### config.mk
export PLATFORM = sky130hd
export DESIGN_NAME = history_reader
export DESIGN_NICKNAME = d
export VERILOG_FILES = /design/src/rtl/history_reader_pkg.sv /design/src/rtl/history_reader_floprn_en.sv /design/src/rtl/history_reader.sv
export SDC_FILE = /design/constraint.sdc
export NUM_CORES = 1
export LEC_CHECK = 0
export ABC_AREA = 1
export CAP_MARGIN = 20
export CORE_ASPECT_RATIO = 1.2
export CORE_MARGIN = 8
export CORE_UTILIZATION = 50
export DETAILED_ROUTE_END_ITERATION = 8
export PLACE_DENSITY = 0.91
export SLEW_MARGIN = 20
export SYNTH_ARGS = -nofsm -noshare
export SYNTH_HDL_FRONTEND = slang
export SYNTH_SLANG_ARGS = --single-unit
### constraint.sdc
create_clock -name clk -period 4.8 [get_ports clk]
set_clock_uncertainty 0.2 [all_clocks]
set_input_delay 1.44 -clock clk [delete_from_list [all_inputs] [get_ports clk]]
set_output_delay 1.44 -clock clk [all_outputs]
set_load 0.02 [all_outputs]
### src/rtl/history_reader_pkg.sv
// ---------------------------------------------------------------------------
// history_reader_pkg: shared widths and replay state encoding. Rev 1.0
// ---------------------------------------------------------------------------
`default_nettype none

package history_reader_pkg;

  localparam int HISTRAM_ADDR_WIDTH = 8;
  localparam int HISTRAM_DATA_WIDTH = 9;
  localparam int STATE_WIDTH        = 3;

  typedef enum logic [STATE_WIDTH-1:0] {
    HISTRD_IDLE    = 3'd0,
    HISTRD_FETCH   = 3'd1,
    HISTRD_WAIT    = 3'd2,
    HISTRD_PRESENT = 3'd3,
    HISTRD_DONE    = 3'd4
  } histrd_state_e;

endpackage

`default_nettype wire

### src/rtl/history_reader_floprn_en.sv
// ---------------------------------------------------------------------------
// floprn_en: enable flop with synchronous active-low clear. Rev 1.0
// ---------------------------------------------------------------------------
`default_nettype none

module floprn_en #(
  parameter int WIDTH = 1
) (
  input  logic             clk,
  input  logic             clr_n,
  input  logic             en,
  input  logic [WIDTH-1:0] d,
  output logic [WIDTH-1:0] q
);

  always_ff @(posedge clk) begin
    if (!clr_n) begin
      q <= '0;
    end else if (en) begin
      q <= d;
    end
  end

endmodule

`default_nettype wire

### src/rtl/history_reader.sv
// ---------------------------------------------------------------------------
// history_reader: replays history RAM entries 0..write index over valid/ready. Rev 1.0
// ---------------------------------------------------------------------------
`default_nettype none

module history_reader
  import history_reader_pkg::*;
#(
  parameter int ADDR_WIDTH = HISTRAM_ADDR_WIDTH,
  parameter int DATA_WIDTH = HISTRAM_DATA_WIDTH
) (
  input  logic                  clk,
  input  logic                  i_sclr_n,
  input  logic                  i_start,
  input  logic [ADDR_WIDTH-1:0] i_wr_idx,
  output logic                  o_ram_re,
  output logic [ADDR_WIDTH-1:0] o_ram_addr,
  input  logic [DATA_WIDTH-1:0] i_ram_rd,
  output logic                  o_valid,
  input  logic                  i_ready,
  output logic                  o_type,
  output logic [7:0]            o_asciiex,
  output logic                  o_busy,
  output logic                  o_done
);

  logic [STATE_WIDTH-1:0] state_q;
  logic [STATE_WIDTH-1:0] state_d_bits;
  histrd_state_e          state;
  histrd_state_e          state_d;

  logic [ADDR_WIDTH-1:0]  r_addr;
  logic [ADDR_WIDTH-1:0]  r_end;
  logic [ADDR_WIDTH-1:0]  addr_inc;
  logic [ADDR_WIDTH-1:0]  addr_next;
  logic [8:0]             data_d;
  logic [8:0]             data_q;
  logic                   start_accept;
  logic                   xfer;
  logic                   addr_en;

  assign state        = histrd_state_e'(state_q);
  assign start_accept = (state == HISTRD_IDLE) && i_start;
  assign xfer         = (state == HISTRD_PRESENT) && i_ready;
  assign addr_inc     = r_addr + ADDR_WIDTH'(1);
  assign addr_en      = start_accept || xfer;
  assign addr_next    = start_accept ? '0 : addr_inc;
  assign data_d       = {i_ram_rd[DATA_WIDTH-1], i_ram_rd[7:0]};

  always_comb begin
    state_d = state;
    unique case (state)
      HISTRD_IDLE: begin
        // An empty history (including a wrapped index of 0) skips straight to DONE
        if (i_start) state_d = (i_wr_idx != '0) ? HISTRD_FETCH : HISTRD_DONE;
      end
      HISTRD_FETCH:   state_d = HISTRD_WAIT;
      HISTRD_WAIT:    state_d = HISTRD_PRESENT;
      HISTRD_PRESENT: begin
        if (i_ready) state_d = (addr_inc == r_end) ? HISTRD_DONE : HISTRD_FETCH;
      end
      HISTRD_DONE:    state_d = HISTRD_IDLE;
      default:        state_d = HISTRD_IDLE;
    endcase
  end

  assign state_d_bits = state_d;

  floprn_en #(.WIDTH(STATE_WIDTH)) u_state (
    .clk   (clk),
    .clr_n (i_sclr_n),
    .en    (1'b1),
    .d     (state_d_bits),
    .q     (state_q)
  );

  floprn_en #(.WIDTH(ADDR_WIDTH)) u_addr (
    .clk   (clk),
    .clr_n (i_sclr_n),
    .en    (addr_en),
    .d     (addr_next),
    .q     (r_addr)
  );

  // Snapshot frozen for the whole replay; later index movement is ignored
  floprn_en #(.WIDTH(ADDR_WIDTH)) u_end (
    .clk   (clk),
    .clr_n (i_sclr_n),
    .en    (start_accept),
    .d     (i_wr_idx),
    .q     (r_end)
  );

  floprn_en #(.WIDTH(9)) u_data (
    .clk   (clk),
    .clr_n (i_sclr_n),
    .en    (state == HISTRD_WAIT),
    .d     (data_d),
    .q     (data_q)
  );

  assign o_ram_re   = (state == HISTRD_FETCH);
  assign o_ram_addr = r_addr;
  assign o_valid    = (state == HISTRD_PRESENT);
  assign o_busy     = (state != HISTRD_IDLE);
  assign o_done     = (state == HISTRD_DONE);
  assign o_type     = data_q[8];
  assign o_asciiex  = data_q[7:0];

endmodule

`default_nettype wire

## After elaboration in Yosys (flattened, before gate mapping)

Index checks and enable logic that the tools add are counted.
Widths: inputs -> output; s select.

- Flip-flop bits (word level): 28
- Input bits: 21
- Output and inout port bits: 21
- Logic and storage cells: 25

- Add/subtract/negate cells: 1
- Equality and inequality tests: 7
- Mux-type cells: 6
- Reduce and logical (&&, ||, !) cells: 7

Operator list:

| cell | number |
|---|---|
| $mux 3 | 4 |
| $pmux 3 s4 | 1 |
| $add 8x1->8 const B | 1 |
| $eq 8x8->1 | 1 |
| $mux 8 | 1 |
| $reduce_bool 8->1 | 1 |
| $eq 3x2->1 const B | 2 |
| $eq 3x1->1 const B | 1 |
| $eq 3x3->1 const B | 1 |
| $logic_not 3->1 | 1 |
| $reduce_bool 3->1 | 1 |
| $logic_and 1x1->1 | 2 |
| $ne 2x1->1 const B | 1 |
| $ne 2x2->1 const B | 1 |
| $reduce_and 2->1 | 1 |
| $logic_or 1x1->1 | 1 |

## Longest topological paths before layout

- Word-level depth: 5
- Depth in mapped cells: 14
- Gate-level depth less buffers: 14

## By module

Synthesis repeated with hierarchy kept, for this count alone.

- Cell total of the unflattened synthesis: 297
- Area, all modules: 1806.7 um^2

By module, submodules not included:

| module | instances | cells each | area each (um^2) | seq. area each (um^2) |
|---|---|---|---|---|
| floprn_en (u_addr ...) | 2 | 51 | 356.6 | 160.2 |
| history_reader | 1 | 120 | 530.5 | 0.0 |
| floprn_en (u_data) | 1 | 57 | 446.7 | 180.2 |
| floprn_en (u_state) | 1 | 18 | 116.4 | 60.1 |

## Worst setup path before layout

No wires, ideal clock.

- Path kind: register to output
- From: register u_state.q[2]
- To: output port o_busy
- Arrival: 0.920 ns
- Data required time: 3.160 ns
- Slack: 2.240 ns
- Cell stages (with the launch flop): 3
- Path buffers: 0
- Path through: dfxtp_1 nor3_1 inv_1

- Word-level cells in the longest chain between the ends: 1

Ends and longest elaborated chain:

| what | RTL line | RTL |
|---|---|---|
| from (decl) | history_reader_floprn_en.sv:13 | `output logic [WIDTH-1:0] q` |
| from (signal assigned) | history_reader_floprn_en.sv:18 | `q <= '0;` |
| from (signal assigned) | history_reader_floprn_en.sv:20 | `q <= d;` |
| $reduce_bool 3->1 | history_reader.sv:105 | `assign o_busy = (state != HISTRD_IDLE);` |
| to (decl) | history_reader.sv:23 | `output logic o_busy,` |

No other way between the ends.

## Final worst setup path

Same ends and word-level chain as after synthesis.

==> flow_metrics.tcl <==
set metrics [dict create \
    status "finished clean" \
    cts_resized 0 \
    fp.dieH_um 74.4 \
    initial_core_util 0.514 \
    netlist_area_um2 1420 \
    crit_chain "nor3_1, inv_1, clkdlybuf4s50_1" \
    core_um2 2760 \
    cp-start-kind "register" \
    clk_path_buf_depth 2 \
    seq_area_frac_synth 0.395 \
    drt_first_pass_iters 5 \
    rrSetupSlack_ps 2780 \
    use_met2 0.293 \
    place.port_buffers 41 \
    clkLatencyLatePin_ps 340 \
    die_w_um 64.6 \
    yosys_warnings 0 \
    drt-total-wl_um 3660 \
    gp_congestion 0.932 \
    dieArea_um2 4810 \
    drt_iter0_drc 81 \
    setup_viol 0 \
    crit_arrival_ps 1890 \
    drc_errors 0 \
    mostFrequentLayoutCell "nand2_1" \
    ctsHoldBuffers 0 \
    cp_slowest_cell "clkdlybuf4s50_1" \
    grt_busiest_layer "met2" \
    post_cts_buffers 0 \
    grt_usage 0.161 \
    grt_pass1_wl_um 6280 \
    fin_crit_sh 0.736 \
    vias_per_cell 5.26 \
    wl_per_cell_um 12.7 \
    cts_root_buf "clkbuf_4" \
    hp-class "reg2reg" \
    drtAntennaViolNets 0 \
    layout.cells.non_filler 289 \
    drv_cap 0 \
    place_inst 285 \
    critical_path.max_fanout 6 \
    end_kind "output port" \
    ir_drop_mv 0.291 \
    grt_pass1_vias 1544 \
    layout.nets 278 \
    fmax_mhz 283 \
    period_minus_slack_ps 3530 \
    critPathKind "reg2out" \
    cts.sinks 28 \
    io-pin-count 42 \
    antenna_found_initial 0 \
    num_antenna_cells 0 \
    finalHoldViolations 0 \
    areaGrowthSynthToFinish_pct 35.0 \
    avgSynthCellArea_um2 6.66 \
    final_cell_area_um2 1920 \
    clkTransAtPathRegs_ps 170 \
    slew_violations 0 \
    drive_above_1_share 0.0667 \
    place_hpwl_um 2810 \
    grt_start_max_net_pins 18 \
    cp.required_ps 3160 \
    setup_tns_ps 0 \
    syn_nets 235 \
    htreeDepth 1 \
    power_leakage_nw 0.755 \
    synth_seq_cells 28 \
    rsz0062_at_grt "false" \
    cts_made_buffers 3 \
    synthCells 213 \
    ys_types 26 \
    use_met3 0.0753 \
    grt_use_met1 0.148 \
    max_slew_margin 0.664 \
    cts_tree "yes" \
    worstMarginPinSlew_ps 502 \
    rows 21 \
    overflow 0 \
    final_cell_mix "nand2_1, clkdlybuf4s50_1, nor2_1, dfxtp_1, inv_1" \
    cpPeakStageDelay_ps 580 \
    n_fill_cell 231 \
    dpl-instance-area_um2 1860 \
    power_density_nw_per_um2 376 \
    vias 1519 \
]
[state kept, by name, summed over array words and instances, names as in the netlist]
signal	count
u_end.q	8
u_data.q	9
u_addr.q	8
u_state.q	3
[cell families (layout without fill, tap and decap cells)]
kind of cell | after synthesis | count (layout) | synth area share
flops | 28 | 28 | 0.395
xor+xnor | 2 | 2 | 0.0123
compound gates | 37 | 37 | 0.134
buf+inv | 30 | 72 | 0.0802
simple gates | 115 | 115 | 0.369
fa+ha+maj | 1 | 1 | 0.00882
[where the power goes]
| part | leakage (nW) | internal [mW] | switching (mW) |
|---|---|---|---|
| sequential | 0.229 | 0.272 | 0.0222 |
| clock | 0.0279 | 0.0845 | 0.0739 |
| combinational | 0.498 | 0.110 | 0.158 |
| total | 0.755 | 0.467 | 0.254 |
[metrics by stage]
stage	hold slack (ps)	util	setup slack [ps]	power, mW
after floorplan	244	-	2240	0.455
after global placement	258	0.675	1730	0.560
after global routing	311	0.694	1080	0.765
after detailed placement	267	0.675	1690	0.565
final	286	0.694	1270	0.721
after CTS	288	0.694	1300	0.722
[Yosys cell counts (all sizes together)]
master   n  area (um^2)
a21oi   17         88.8
a31oi    1         6.26
and2     2         15.0
buf      1         5.00
clkbuf   3         11.3
clkinv   1         3.75
dfxtp   28          561
ha       1         12.5
inv     25         93.8
nand2   49          191
nand3   23          120
nand4    2         12.5
nor2    33          141
nor3     4         31.3
nor4     2         12.5
o21ai   19         95.1
xnor2    1         8.76
xor2     1         8.76
[layout make-up]
cell class	instances	area [um^2]	share of cell area
sequential	28	561	0.293
inverter	26	97.6	0.0509
clock inverter	1	30.0	0.0157
multi-input combinational	155	744	0.389
timing repair buffer	42	418	0.218
clock buffer	3	22.5	0.0118
tap	34	42.5	0.0222
[worst max-delay path, delay by kind of cell (launching register included)]
kind | cells | cell delay (ps)
buffers and inverters | 2 | 720
DFF | 1 | 410
and+or+nand+nor | 1 | 420
[routing by layer]
metal / wire length [um] / part of all wire
met1: 1460 / 0.40
met2: 1740 / 0.48
met3: 393 / 0.11
met4: 66 / 0.018
met5: 0 / 0
[path summary, 6_finish.rpt]
path         cells after the start      endpoint         start
max                              3        o_busy  u_state.q[2]
min                              2    u_end.q[6]    u_end.q[6]
max reg2reg                     12  u_state.q[0]   u_addr.q[0]
min reg2reg                      2    u_end.q[6]    u_end.q[6]
(Power assumes the default switching activity.)
